### config.mk
export PLATFORM = sky130hd
export DESIGN_NAME = lc3b_mem_arbiter
export DESIGN_NICKNAME = d
export VERILOG_FILES = /design/src/rtl/lc3b_mem_arbiter_pkg.sv /design/src/rtl/lc3b_arb_watchdog.sv /design/src/rtl/lc3b_mem_arbiter.sv
export SDC_FILE = /design/constraint.sdc
export NUM_CORES = 1
export LEC_CHECK = 0
export ABC_AREA = 1
export CAP_MARGIN = 5
export CORE_MARGIN = 1.5
export CORE_UTILIZATION = 40
export DETAILED_ROUTE_END_ITERATION = 8
export PLACE_DENSITY = 0.86
export SLEW_MARGIN = 20
export SYNTH_ARGS = -nofsm -noshare
export SYNTH_HDL_FRONTEND = slang
export SYNTH_SLANG_ARGS = --single-unit
### constraint.sdc
create_clock -name clk -period 2.52 [get_ports clk]
set_input_delay 0.756 -clock clk [delete_from_list [all_inputs] [get_ports clk]]
set_output_delay 0.756 -clock clk [all_outputs]
set_load 0.03 [all_outputs]
### src/rtl/lc3b_mem_arbiter_pkg.sv
// Shared types for the LC-3b memory arbiter: data word, byte mask, FSM state and port ids.
package lc3b_mem_arbiter_pkg;

    typedef logic [15:0] lc3b_word;
    typedef logic [1:0]  lc3b_mem_wmask;

    typedef enum logic [1:0] {
        arb_idle,
        arb_busy_i,
        arb_busy_d
    } lc3b_arb_state;

    typedef enum bit {
        arb_port_i,
        arb_port_d
    } lc3b_arb_port;

    // Instruction fetches are always word aligned on the memory side.
    function automatic lc3b_word fetch_align(input lc3b_word addr);
        return {addr[15:1], 1'b0};
    endfunction

endpackage

### src/rtl/lc3b_arb_watchdog.sv
// Response watchdog: counts busy cycles without mem_resp, signals expiry and holds a sticky error.
module lc3b_arb_watchdog #(
    parameter int TIMEOUT = 255
) (
    input  logic clk,
    input  logic rst_n,
    input  logic busy_entry,
    input  logic busy,
    input  logic mem_resp,
    input  logic clr,
    output logic expire,
    output logic err
);

    localparam int CW = (TIMEOUT > 1) ? $clog2(TIMEOUT + 1) : 1;

    logic [CW-1:0] cnt_q, cnt_d;
    logic          err_q, err_d;

    // cnt_q holds the number of finished busy cycles, so the current cycle is number cnt_q+1.
    generate
        if (TIMEOUT > 0) begin : g_wd
            assign expire = busy && (cnt_q == CW'(TIMEOUT - 1));
        end else begin : g_no_wd
            assign expire = 1'b0;
        end
    endgenerate

    always_comb begin
        cnt_d = cnt_q;
        if (busy_entry) begin
            cnt_d = '0;
        end else if (busy && !mem_resp) begin
            cnt_d = cnt_q + 1'b1;
        end
        err_d = err_q;
        if (expire && !mem_resp) begin
            err_d = 1'b1;
        end else if (clr) begin
            err_d = 1'b0;
        end
    end

    always_ff @(posedge clk or negedge rst_n) begin
        if (!rst_n) begin
            cnt_q <= '0;
            err_q <= 1'b0;
        end else begin
            cnt_q <= cnt_d;
            err_q <= err_d;
        end
    end

    assign err = err_q;

endmodule

### src/rtl/lc3b_mem_arbiter.sv
// Fetch/data memory arbiter with registered memory strobes and a response watchdog.
// Optional round-robin grant on collisions: define LC3B_ARB_RR_EN (default is D-over-I priority).
module lc3b_mem_arbiter
    import lc3b_mem_arbiter_pkg::*;
#(
    parameter int TIMEOUT = 255
) (
    input  logic          clk,
    input  logic          rst_n,
    input  logic          i_read,
    input  lc3b_word      i_addr,
    output logic          i_resp,
    output lc3b_word      i_rdata,
    input  logic          d_read,
    input  logic          d_write,
    input  lc3b_word      d_addr,
    input  lc3b_word      d_wdata,
    input  lc3b_mem_wmask d_wmask,
    output logic          d_resp,
    output lc3b_word      d_rdata,
    output logic          mem_read,
    output logic          mem_write,
    output lc3b_word      mem_addr,
    output lc3b_word      mem_wdata,
    output lc3b_mem_wmask mem_wmask,
    input  logic          mem_resp,
    input  lc3b_word      mem_rdata,
    input  logic          timeout_clr,
    output logic          timeout_err
);

    lc3b_arb_state state_q, state_d;
    logic          mem_read_q, mem_read_d;
    logic          mem_write_q, mem_write_d;
    lc3b_word      mem_addr_q, mem_addr_d;
    lc3b_word      mem_wdata_q, mem_wdata_d;
    lc3b_mem_wmask mem_wmask_q, mem_wmask_d;

    logic d_req, grant_d, busy, busy_entry, expire, done;

    assign d_req = d_read || d_write;
    assign busy  = (state_q != arb_idle);
    assign done  = mem_resp || expire;

`ifdef LC3B_ARB_RR_EN
    lc3b_arb_port last_grant_q, last_grant_d;

    assign grant_d = d_req && (!i_read || (last_grant_q == arb_port_i));

    always_comb begin
        last_grant_d = last_grant_q;
        if ((state_q == arb_idle) && (d_req || i_read)) begin
            last_grant_d = grant_d ? arb_port_d : arb_port_i;
        end
    end

    always_ff @(posedge clk or negedge rst_n) begin
        if (!rst_n) begin
            last_grant_q <= arb_port_i;
        end else begin
            last_grant_q <= last_grant_d;
        end
    end
`else
    assign grant_d = d_req;
`endif

    always_comb begin
        state_d     = state_q;
        mem_read_d  = mem_read_q;
        mem_write_d = mem_write_q;
        mem_addr_d  = mem_addr_q;
        mem_wdata_d = mem_wdata_q;
        mem_wmask_d = mem_wmask_q;
        busy_entry  = 1'b0;
        case (state_q)
            arb_idle: begin
                if (d_req || i_read) begin
                    busy_entry = 1'b1;
                    if (grant_d) begin
                        state_d     = arb_busy_d;
                        mem_addr_d  = d_addr;
                        mem_wdata_d = d_wdata;
                        // A simultaneous read and write request is served as a write.
                        mem_write_d = d_write;
                        mem_read_d  = !d_write;
                        mem_wmask_d = d_write ? d_wmask : 2'b00;
                    end else begin
                        state_d     = arb_busy_i;
                        mem_addr_d  = fetch_align(i_addr);
                        mem_wdata_d = '0;
                        mem_read_d  = 1'b1;
                        mem_write_d = 1'b0;
                        mem_wmask_d = 2'b00;
                    end
                end
            end
            arb_busy_i, arb_busy_d: begin
                if (done) begin
                    state_d     = arb_idle;
                    mem_read_d  = 1'b0;
                    mem_write_d = 1'b0;
                end
            end
            default: begin
                state_d     = arb_idle;
                mem_read_d  = 1'b0;
                mem_write_d = 1'b0;
            end
        endcase
    end

    always_ff @(posedge clk or negedge rst_n) begin
        if (!rst_n) begin
            state_q     <= arb_idle;
            mem_read_q  <= 1'b0;
            mem_write_q <= 1'b0;
            mem_addr_q  <= '0;
            mem_wdata_q <= '0;
            mem_wmask_q <= '0;
        end else begin
            state_q     <= state_d;
            mem_read_q  <= mem_read_d;
            mem_write_q <= mem_write_d;
            mem_addr_q  <= mem_addr_d;
            mem_wdata_q <= mem_wdata_d;
            mem_wmask_q <= mem_wmask_d;
        end
    end

    lc3b_arb_watchdog #(
        .TIMEOUT(TIMEOUT)
    ) u_watchdog (
        .clk        (clk),
        .rst_n      (rst_n),
        .busy_entry (busy_entry),
        .busy       (busy),
        .mem_resp   (mem_resp),
        .clr        (timeout_clr),
        .expire     (expire),
        .err        (timeout_err)
    );

    assign i_resp    = (state_q == arb_busy_i) && done;
    assign d_resp    = (state_q == arb_busy_d) && done;
    assign i_rdata   = ((state_q == arb_busy_i) && mem_resp) ? mem_rdata : '0;
    assign d_rdata   = ((state_q == arb_busy_d) && mem_resp) ? mem_rdata : '0;
    assign mem_read  = mem_read_q;
    assign mem_write = mem_write_q;
    assign mem_addr  = mem_addr_q;
    assign mem_wdata = mem_wdata_q;
    assign mem_wmask = mem_wmask_q;

endmodule

### Yosys cells after proc, flatten, opt, wreduce, memory -nomap -nowiden

Index checks and enable logic that the tools add are counted.

| storage, ports and cells | value |
|---|---|
| register bits after elaboration | 47 |

| cells by class | value |
|---|---|
| reduce and logical (&&, ||, !) cells | 19 |
| add/sub/neg operators | 1 |
| multiplexer cells | 23 |
| eq/ne operators | 5 |

Operators with widths:

| operator | number |
|---|---|
| $mux 16 | 4 |
| $mux 8 | 2 |
| $mux 2 | 5 |
| $mux 1 | 9 |
| $add 8x1->8 const B | 1 |
| $eq 8x8->1 const B | 1 |
| $logic_and 1x1->1 | 7 |
| $reduce_bool 2->1 | 3 |
| $ne 2x2->1 const B | 2 |
| $pmux 1 s2 | 2 |
| $pmux 2 s2 | 1 |
| $reduce_and 2->1 | 2 |
| $logic_or 1x1->1 | 3 |
| $eq 2x1->1 const B | 1 |
| $eq 2x2->1 const B | 1 |
| $logic_not 1->1 | 2 |
| $logic_not 2->1 | 1 |
| $reduce_or 2->1 | 1 |

### Depth between registers and ports, before layout

| depth | value |
|---|---|
| depth after elaboration | 5 |
| mapped depth | 10 |
| depth with buffers taken out | 10 |

### Hierarchy

From an unflattened synthesis, not the netlist that was laid out.

| second synthesis, totals | value |
|---|---|
| cells, all modules | 350 |
| area total of the unflattened synthesis | 2487.4 um^2 |

Modules (own cells, without submodules):

| module | times used | area each (um^2) | cells an instance | seq. area each (um^2) |
|---|---|---|---|---|
| lc3b_mem_arbiter | 1 | 1963.1 | 284 | 950.9 |
| lc3b_arb_watchdog | 1 | 524.3 | 66 | 225.2 |

### Least setup slack after synthesis

OpenSTA, ideal clock, no wires.

| timing | value |
|---|---|
| path type | reg2out |
| start | register state_q[0] |
| end | output port d_resp |
| data arrival time | 1.670 ns |
| data required time | 1.764 ns |
| cell stages (with the launch flop) | 8 |
| slack | 0.094 ns |
| buffers on the path | 0 |
| cells stage by stage | dfrtp_1 inv_1 ha_1 inv_2 nand2_1 nor2_1 nand2_1 a21boi_0 |

| between the ends | value |
|---|---|
| word-level cells in the longest chain between the ends | 4 |
| elaborated cells between the ends (all ways) | 5 |

Ends and longest elaborated chain:

| element | RTL line | source |
|---|---|---|
| start, declared | lc3b_mem_arbiter.sv:32 | `lc3b_arb_state state_q, state_d;` |
| start signal, assigned | lc3b_mem_arbiter.sv:115 | `state_q <= arb_idle;` |
| start signal, assigned | lc3b_mem_arbiter.sv:122 | `state_q <= state_d;` |
| $reduce_bool 2->1 | lc3b_mem_arbiter.sv:42 | `assign busy = (state_q != arb_idle);` |
| $logic_and 1x1->1 | lc3b_arb_watchdog.sv:23 | `assign expire = busy && (cnt_q == CW'(TIMEOUT - 1));` |
| $logic_or 1x1->1 | lc3b_mem_arbiter.sv:43 | `assign done = mem_resp \|\| expire;` |
| $logic_and 1x1->1 * | lc3b_mem_arbiter.sv:145 | `assign d_resp = (state_q == arb_busy_d) && done;` |
| end, declared | lc3b_mem_arbiter.sv:19 | `output logic d_resp,` |

Mark *: on every way between the ends. The rest lies on a longest branch, timed or not.

### Final worst setup path

| timing | value |
|---|---|
| start | register state_q[0] |
| end | output port i_resp |

| between the ends | value |
|---|---|
| word-level cells in the longest chain between the ends | 4 |
| elaborated cells between the ends (all ways) | 5 |

Ends and longest elaborated chain:

| element | RTL line | source |
|---|---|---|
| $reduce_bool 2->1 | lc3b_mem_arbiter.sv:42 |  |
| $logic_and 1x1->1 | lc3b_arb_watchdog.sv:23 |  |
| $logic_or 1x1->1 | lc3b_mem_arbiter.sv:43 |  |
| $logic_and 1x1->1 * | lc3b_mem_arbiter.sv:144 | `assign i_resp = (state_q == arb_busy_i) && done;` |
| end, declared | lc3b_mem_arbiter.sv:12 | `output logic i_resp,` |

Marked as above.

==> impl_metrics.csv <==
group,metric,value,unit
setup_path,cp.arrival,1.64,ns
setup_path,crit_chain,"inv_1, ha_1, inv_2, nand2_1, nor2_2, nand2_2, a21boi_1, buf_4",
setup_path,end_kind,"output port",
yosys,synth-seq-cells,47,
clocking,clock_sink_count,47,
layout,syn_to_final_growth,65.6,%
yosys,synth_cell_type_count,22,
sta,tightestPinTransition,0.584,ns
clocking,clockBufferDepth,2,
placed_design,place.gp.congestion,0.831,
setup_path,crit_path_max_incr_delay,0.38,ns
pwr,p_comb_share,58.8,%
yosys,yosys_warnings,0,
floorplanning,die_height,80.1,microns
pwr,p_leak,0.00194,uW
setup_path,cpMaxStageDelayCell,"dfrtp_1",
route,drtAntennaViolNets,0,
setup_path,crit_fanout,4,
yosys,synth_fp_nets,394,
route,viasPerCell,4.77,
floorplanning,core_area,5610,sq um
pwr,p_per_area,1040,nW/um^2
route,drc,0,
sta,fin_skew,0.00519,ns
layout,final_cell_mix,"clkdlybuf4s50_1 (106), nand2_1 (101), nor2_1 (52)",
sta,finalCritPeriodShare,94.9,%
outcome,status,"finished clean",
sta,setup_viol,0,
layout,multi_input_area,1030,sq um
clocking,cts_buffers,5,
placed_design,dp_hpwl,5150,microns
sta,layout_min_cycle_time,2.39,ns
layout,post-route-util,70.3,%
route,routedWlPerCell,12.3,microns
sta,slew_violations,0,
sta,slew_headroom,61.1,%
clocking,cts_htree_levels,2,
job,cap_violations,0,
global_routing,track_usage,21.1,%
placed_design,placed_cell_area,3840,sq um
layout,antennaDiodeCount,0,
pwr,power_switching,1870,uW
global_routing,grt_overflow,0,
pwr,power.share.clock,10.8,%
sta,setup_tns,0,ns
pwr,p_int,2210,uW
sta,grt_setup_unrepaired,"true",
sta,max_freq,418,MHz
layout,fillers,485,
pwr,pwr-share-seq,30.4,%
floorplanning,num_rows,27,
yosys,syn_avg_cell_area,7.53,sq um
layout,layout-drive-gt1-share,13.7,%
clocking,clock_latency,0.29,ns
setup_path,worst_setup_path_start_kind,"flip-flop",
sta,timing.hold.ws,0.476,ns
layout,seq_area,1180,sq um
placed_design,port_buffers,142,
clocking,cts_tree,"yes",
route,vias,2569,
global_routing,grt_max_degree,48,
global_routing,grt_pass1_wl,10600,microns
setup_path,worstPathRequired,1.76,ns
yosys,yosys.area.top_type_share,49.4,%
yosys,yosysSeqAreaShare,49.4,%
yosys,syn_area,2380,sq um
clocking,cts_hold_buf,0,
setup_path,crit_type,"reg -> out",
sta,hold_violations,0,
yosys,synth_top_area_cell,"dfrtp_1",
worst_hold_path,hold_class,"reg -> reg",
floorplanning,fp.dieW,80.1,microns
layout,stdcell_area,3940,sq um
route,wirelength,6650,microns
floorplanning,pin_count,144,
layout,nNetsFinal,544,
floorplanning,start_util,42.4,%
pwr,ir_drop,0.721,mV
global_routing,grt_pass1_vias,2504,
clocking,root_buffer,"clkbuf_8",
floorplanning,die-area,6420,sq um
layout,final_common_cell,"clkdlybuf4s50_1",
yosys,ys_top_cells_by_area,"dfrtp_1 (49%), nand2_1 (16%), nor2_1 (8.4%)",
global_routing,antenna_found_initial,0,
pwr,totalPowerFinal,4080,uW
route,dr.pass1.iters,4,
pwr,swShare,45.9,%
clocking,path_clk_slew,0.09,ns
yosys,syn-instance-count,316,
route,drt_iter0_drc,135,
power by group through the flow:
stage	Clock [uW]	Combinational (uW)	Sequential [uW]
floorplan	0	831	1810
global placement	0	2380	1240
detailed placement	0	2410	1260
CTS	456	2420	1250
global route	479	2600	1280
finish	440	2400	1240
worst max-delay path, delay by kind of cell, from the launching register on:
family	cells	cell delay (ns)
compound gates	1	0.14
fa+ha+maj	1	0.22
buf+inv	3	0.34
flops	1	0.38
simple gates	3	0.26
state kept, by name (all words and copies together), names as in the netlist:
name,flops
mem_addr,16
mem_wdata,16
u_watchdog.cnt_q,8
mem_wmask,2
state_q,2
mem_read,1
mem_write,1
u_watchdog.err,1
stage by stage:
stage,setup slack (ns),instances
after floorplan,0.0941,316
after global placement,-0.0959,530
after detailed placement,-0.0984,530
after CTS,0.0293,538
after global routing,-0.0135,539
final,0.129,539
metal layers:
layer	share of wire [%]	vias up	GRT usage [%]
met2	50	112	39.2
met3	10	8	7.05
met5	0	-	0
li1	-	1285	-
met1	38	1164	21.8
met4	1.7	0	7.93
repair_timing:
action | 4_1_cts | 5_1_grt
buffers inserted | 0 | 1
setup endpoints to repair | 34 | 2
resized for setup | 2 | 4
pin swaps | 0 | 0
cells in the mapped netlist:
cell type and count:
ha_1 5, inv_2 1, nand3_1 32, nand2_1 102, inv_1 31, a31oi_1 15, dfrtp_1 47, nand4_1 2
o21ai_2 1, a21boi_0 2, xnor2_1 1, o31ai_1 1, xor2_1 1, nor2_1 53, nor2_4 1, nor2_2 1
a21oi_4 1, o21ai_0 4, o22ai_1 1, buf_2 7, a21oi_1 1, clkbuf_1 6
layout make-up:
type                            count  area share (%)
Clock inverter                      2           0.318
Sequential cell                    47            29.9
Tap cell                           72            2.29
Inverter                           32            3.05
Timing Repair Buffer              156            36.4
Clock buffer                        6            1.84
Multi-Input combinational cell    224            26.2
cell families after synthesis:
kind of cell	Yosys count	share of synthesized area, %
compound gates	26	7.26
flops	47	49.4
xor+xnor	2	0.737
buf+inv	45	7.47
fa+ha+maj	5	2.63
simple gates	191	32.5
worst paths after layout:
| path | startpoint | to | slack [ns] | depth (start not counted) |
|---|---|---|---|---|
| hold reg to reg | mem_read | mem_read | 0.48 | 2 |
| setup / recovery | state_q[0] | i_resp | 0.13 | 8 |
| setup reg to reg | state_q[0] | u_watchdog.cnt_q[4] | 0.78 | 8 |
| max in group asynchronous | rst_n | u_watchdog.cnt_q[4] | 1.58 | 2 |
| hold / removal | mem_read | mem_read | 0.48 | 2 |
| min in group asynchronous | rst_n | mem_addr[4] | 0.54 | 2 |
(Power assumes the default switching activity.)
